**src/rtl/clk_div_multi.sv**
```systemverilog
// rtl/clk_div_multi.sv - multi-channel programmable clock divider with duty control and period ticks
//
// Purpose: NCH independent dividers sharing one sync input. Each channel produces a
// divided clock-enable waveform (divclk) and a one-cycle tick at every period start.
// Divisor and high-time are sampled only at period start, so a period in progress
// always completes with the values it started with.
//
// Ports:
//   clk     in   1      system clock, rising edge
//   rst_n   in   1      asynchronous active-low reset
//   en      in   NCH    per-channel enable
//   sync    in   1      one-cycle pulse, restarts every enabled channel
//   div     in   NCH*W  per-channel divisor, channel i at [i*W +: W]
//   high    in   NCH*W  per-channel high-time, channel i at [i*W +: W]
//   divclk  out  NCH    registered divided waveform
//   tick    out  NCH    registered period-start pulse

module clk_div_multi #(
   parameter int NCH      = 4,
   parameter int W        = 17,
   parameter int DEF_DIV  = 100000,
   parameter int DEF_HIGH = 50000
) (
   input  logic             clk,
   input  logic             rst_n,
   input  logic [NCH-1:0]   en,
   input  logic             sync,
   input  logic [NCH*W-1:0] div,
   input  logic [NCH*W-1:0] high,
   output logic [NCH-1:0]   divclk,
   output logic [NCH-1:0]   tick
);

   // A divisor of 0 behaves as 1 so the terminal count is always reachable.
   function automatic logic [W-1:0] eff_div_f(input logic [W-1:0] d);
      return (d == '0) ? W'(1) : d;
   endfunction

   function automatic logic [W-1:0] eff_high_f(input logic [W-1:0] d, input logic [W-1:0] h);
      logic [W-1:0] ed;
      ed = eff_div_f(d);
      return (h < ed) ? h : ed;
   endfunction

   for (genvar g = 0; g < NCH; g++) begin : g_ch
      logic [W-1:0] cnt_q, div_q, high_q;
      logic [W-1:0] cnt_d, div_d, high_d;
      logic [W-1:0] div_in, high_in;
      logic         en_q;
      logic         restart;
      logic         dc_d, tk_d;
      logic         dc_q, tk_q;

      assign div_in  = div[g*W +: W];
      assign high_in = high[g*W +: W];

      always_comb begin
         // en_q low means this is the first enabled edge: start a fresh period.
         restart = sync || (cnt_q == eff_div_f(div_q) - W'(1)) || !en_q;
         cnt_d   = cnt_q;
         div_d   = div_q;
         high_d  = high_q;
         tk_d    = 1'b0;
         if (!en[g]) begin
            cnt_d  = '0;
            div_d  = div_in;
            high_d = high_in;
         end else if (restart) begin
            cnt_d  = '0;
            div_d  = div_in;
            high_d = high_in;
            tk_d   = 1'b1;
         end else begin
            cnt_d  = cnt_q + W'(1);
         end
         // Compare against the active values that will be in force after this edge.
         dc_d = en[g] && (cnt_d < eff_high_f(div_d, high_d));
      end

      always_ff @(posedge clk or negedge rst_n) begin
         if (!rst_n) begin
            cnt_q  <= '0;
            div_q  <= W'(DEF_DIV);
            high_q <= W'(DEF_HIGH);
            en_q   <= 1'b0;
            dc_q   <= 1'b0;
            tk_q   <= 1'b0;
         end else begin
            cnt_q  <= cnt_d;
            div_q  <= div_d;
            high_q <= high_d;
            en_q   <= en[g];
            dc_q   <= dc_d;
            tk_q   <= tk_d;
         end
      end

      assign divclk[g] = dc_q;
      assign tick[g]   = tk_q;
   end

endmodule

```
**config.mk**
```make
export PLATFORM = sky130hd
export DESIGN_NAME = clk_div_multi
export DESIGN_NICKNAME = d
export VERILOG_FILES = /design/src/rtl/clk_div_multi.sv
export SDC_FILE = /design/constraint.sdc
export NUM_CORES = 1
export LEC_CHECK = 0
export BUFFER_PORTS_ARGS = -buffer_cell sky130_fd_sc_hd__buf_2
export CORE_MARGIN = 8
export CORE_UTILIZATION = 46
export DETAILED_ROUTE_END_ITERATION = 8
export GPL_TIMING_DRIVEN = 0
export MAX_ROUTING_LAYER = met4
export PLACE_DENSITY = 0.69
export SLEW_MARGIN = 20
export SYNTH_ARGS = -nofsm -noshare
export SYNTH_HDL_FRONTEND = slang
export SYNTH_SLANG_ARGS = --single-unit
```
**constraint.sdc**
```tcl
create_clock -name clk -period 16.2 [get_ports clk]
set_input_delay 2.43 -clock clk [delete_from_list [all_inputs] [get_ports clk]]
set_output_delay 2.43 -clock clk [all_outputs]
set_load 0.05 [all_outputs]
```
==> summary.md <==
| Metric | Value |
|---|---|
| FFs w/ async S/R, synth | `100%` |
| H-tree levels | `1` |
| Die height | `about 200 um` |
| Syn_nets | `~1800` |
| Total CTS buffers | `28` |
| Status | `completed` |
| # IOs | `roughly 150` |
| Filler cell count | `2958` |
| Final nets | `about 2000` |
| Final hold violation count | `0` |
| Clk root buf | `clkbuf_16` |
| Number of diodes | `0` |
| DRC violations left | `0` |
| PwrDens | `86.1 nW/um^2` |
| Worst Setup Start Kind | `flip-flop` |
| DRT Pass-1 Iters | `5` |
| Max-cap violations | `0` |
| Hold Crit Class | `reg2reg` |
| Routability cong. | `roughly 0.96` |
| Post-synth top area share | `between 20% and 30%` |
| Post-CTS resize count | `0` |
| Tmin final | `9.73 ns` |
| Post-CTS Setup Inserts | `0` |
| Core ar. | `between 30000 and 40000 sq um` |
| Fin util | `roughly 53%` |
| Max Clk Rate | `slightly above 0.1 GHz` |
| Area growth syn-to-layout | `15.2%` |
| DP Wirelength | `about 33 mm` |
| Share of layout cells above drive strength 1 | `21.1%` |
| Gr usage total | `between 20% and 30%` |
| Synth area leaders | `dfrtp_1 (27%), ha_1 (11%), mux2i_1 (8.4%), dfstp_2 (8.2%), mux2_2 (5.4%)` |
| Via density | `5.69` |
| Final period utilization | `roughly 60%` |
| Initial DRC count | `between 700 and 800` |
| R2R depth | `31` |
| Flop2flop setup slack | `about 6.5 ns` |
| Slowest-stage cell, CP | `nor4b_1` |
| Fin. max-slew vios | `0` |
| Initial Util | `~46%` |
| Clock sink total | `around 220` |
| First-pass GRT wire length | `between 60 and 70 mm` |
| Main synth FF type | `dfrtp_1` |
| Slew @ Worst Pin | `0.900 ns` |
| CP arrival | `slightly above 10 ns` |
| TNS Setup | `0 ns` |
| RSZ-0062 raised after global routing | `no` |
| Clk Latency, worst-skew pair | `about 0.54 ns` |
| CTS clk-pin slew, worst paths | `~0.060 ns` |
| CP endpoint kind | `flip-flop` |
| Vias in the first global route | `around 13000` |
| Critical Path Max Stage Delay | `0.72 ns` |
| Final ANT Viol Nets | `0` |
| Cell area after placement | `around 17000 sq um` |
| Setup violators final | `0` |
| CP most frequent cell | `a21o_1` |
| Post-synthesis sequential area ratio | `between 30% and 40%` |
| Mapped cell area | `about 15000 sq um` |
| Total number of vias | `12500` |
| Post-synth top cells | `dfrtp_1 (168), ha_1 (136), mux2i_1 (129), inv_1 (109), nor2_1 (87)` |
| Netlist cell types | `80` |
| WL/cell | `~19 um` |
| VDD IR-drop max | `around 69 uV` |
| Mapped Cells | `approximately 1500` |
| Worst-path maximum fanout | `10` |
| CP Class | `reg2reg` |
| Die W | `198 um` |
| Overflow after GRT | `0` |
| Worst Hold Path Cells | `1` |
| Hold buffer count at CTS | `0` |
| Clock Tree Buf Depth | `3` |
| Largest net degree at the start of global routing | `87` |
| PortBufs | `150` |
| DIE AREA | `39400 sq um` |
| CP required | `~17 ns` |
| Count leader, synth | `dfrtp_1` |
| Setup Skew | `around 0.01 ns` |
| Post-synth EDFFs | `0` |
| Max_slew headroom | `between 30 and 40%` |
| Post-Synthesis Mean Instance Area | `a little under 10 sq um` |
| TritonCTS clock tree | `done` |
| Total leakage power | `~8.6 nW` |
| Initial antenna violation count | `1` |
| FF+latch count, synth | `216` |
| Yosys top cell by area | `dfrtp_1` |
| Yosys warnings | `0` |
| DRT Wirelength | `slightly above 40 mm` |
| Post-route cell area | `17600 sq um` |
| Placement Rows | `67` |
[final cells by class]
| type | count | area (sq um) | share of cell area [%] |
|---|---|---|---|
| plain buffers | 61 | 294 | 1.67 |
| clock buffers | 35 | 768 | 4.36 |
| clock inverters | 17 | 164 | 0.930 |
| inverters | 109 | 409 | 2.32 |
| multi-input cells | 1161 | 9150 | 51.9 |
| flip-flops and latches | 216 | 5470 | 31.0 |
| well taps | 448 | 561 | 3.18 |
| repair buffers | 153 | 823 | 4.67 |
[cell families after synthesis]
| family | after synthesis | share of synthesized area, % |
|---|---|---|
| AO/OA/AOI/OAI | 233 | 10.7 |
| XOR/XNOR | 134 | 7.76 |
| adder cells (fa/ha/maj) | 136 | 11.1 |
| buffers and inverters | 170 | 4.59 |
| flip-flops | 216 | 35.7 |
| multiplexers | 202 | 13.8 |
| AND/OR/NAND/NOR | 456 | 16.3 |
[worst max-delay path: cells and delay by family, from the launching register on]
kind | cells | cell delay (ns)
AO/OA/AOI/OAI | 14 | 4.25
adder cells (fa/ha/maj) | 3 | 0.82
buffers and inverters | 4 | 1.48
flip-flops | 1 | 0.51
multiplexers | 2 | 0.67
AND/OR/NAND/NOR | 8 | 1.84
[through the flow]
step	hold WS [ns]	cells	power (mW)	worst slack (ns)
after global placement	0.460	2145	0.891	5.68
after floorplan	0.433	1547	0.798	8.37
after global routing	0.507	2200	1.59	5.83
after CTS	0.459	2200	1.54	6.42
after detailed placement	0.457	2148	0.901	6.48
final	0.463	2200	1.52	6.47
[report_power, final]
| group | internal [mW] | leakage, nW | switching, mW |
|---|---|---|---|
| sequential | 0.573 | 2.62 | 0.0252 |
| clock | 0.370 | 0.450 | 0.252 |
| combinational | 0.127 | 5.51 | 0.170 |
| total | 1.07 | 8.58 | 0.447 |
[per-layer routing]
metal	vias to the layer above	part of all wire [%]	wire length, um	global-route usage, %
li1	6031	-	-	-
met3	56	4.1	1720	2.30
met2	336	47	19500	34.8
met4	0	1.9	799	4.61
met1	6099	47	19500	29.2
met5	-	0	0	-
[flip-flops by register name, indices dropped and copies added, names as in the netlist]
signal,flops
g_ch.dc_q,4
g_ch.tk_q,4
g_ch.high_q,68
g_ch.en_q,4
g_ch.div_q,68
g_ch.cnt_q,68
[final timing paths]
check,startpoint,endpoint
min in group asynchronous,rst_n,g_ch[0].high_q[13]$_DFF_PN0_
hold / removal,g_ch[1].en_q$_DFF_PN0_,g_ch[1].tk_q$_DFF_PN0_
setup / recovery,g_ch[1].div_q[7]$_DFF_PN1_,g_ch[1].dc_q$_DFF_PN0_
setup reg to reg,g_ch[1].div_q[7]$_DFF_PN1_,g_ch[1].dc_q$_DFF_PN0_
hold reg to reg,g_ch[1].en_q$_DFF_PN0_,g_ch[1].tk_q$_DFF_PN0_
max in group asynchronous,rst_n,g_ch[1].high_q[4]$_DFF_PN1_
[placed cells by master, fill, tap and decap left out, types with 10 or more instances in the layout]
| cell type | Yosys | routed |
|---|---|---|
| xor2_1 | 60 | 60 |
| and2_1 | 37 | 37 |
| nor2b_1 | 16 | 16 |
| nand2_1 | 46 | 46 |
| a21oi_1 | 51 | 50 |
| dfrtp_1 | 168 | 168 |
| nor4_1 | 44 | 44 |
| a21o_1 | 44 | 44 |
| inv_1 | 109 | 109 |
| or4_1 | 10 | 10 |
| o21ai_0 | 32 | 32 |
| xnor2_1 | 73 | 73 |
| clkbuf_1 | 37 | 41 |
| nor3_1 | 33 | 33 |
| nand3_1 | 52 | 52 |
| dfstp_2 | 48 | 48 |
| ha_1 | 136 | 136 |
| clkbuf_16 | 0 | 29 |
| a31oi_1 | 14 | 14 |
| or3_1 | 17 | 17 |
| nand4_1 | 48 | 48 |
| and3_1 | 23 | 23 |
| mux2_2 | 73 | 73 |
| nor2_1 | 87 | 87 |
| buf_2 | 10 | 159 |
| buf_4 | 10 | 11 |
| mux2i_1 | 129 | 129 |
(Power assumes the default switching activity.)
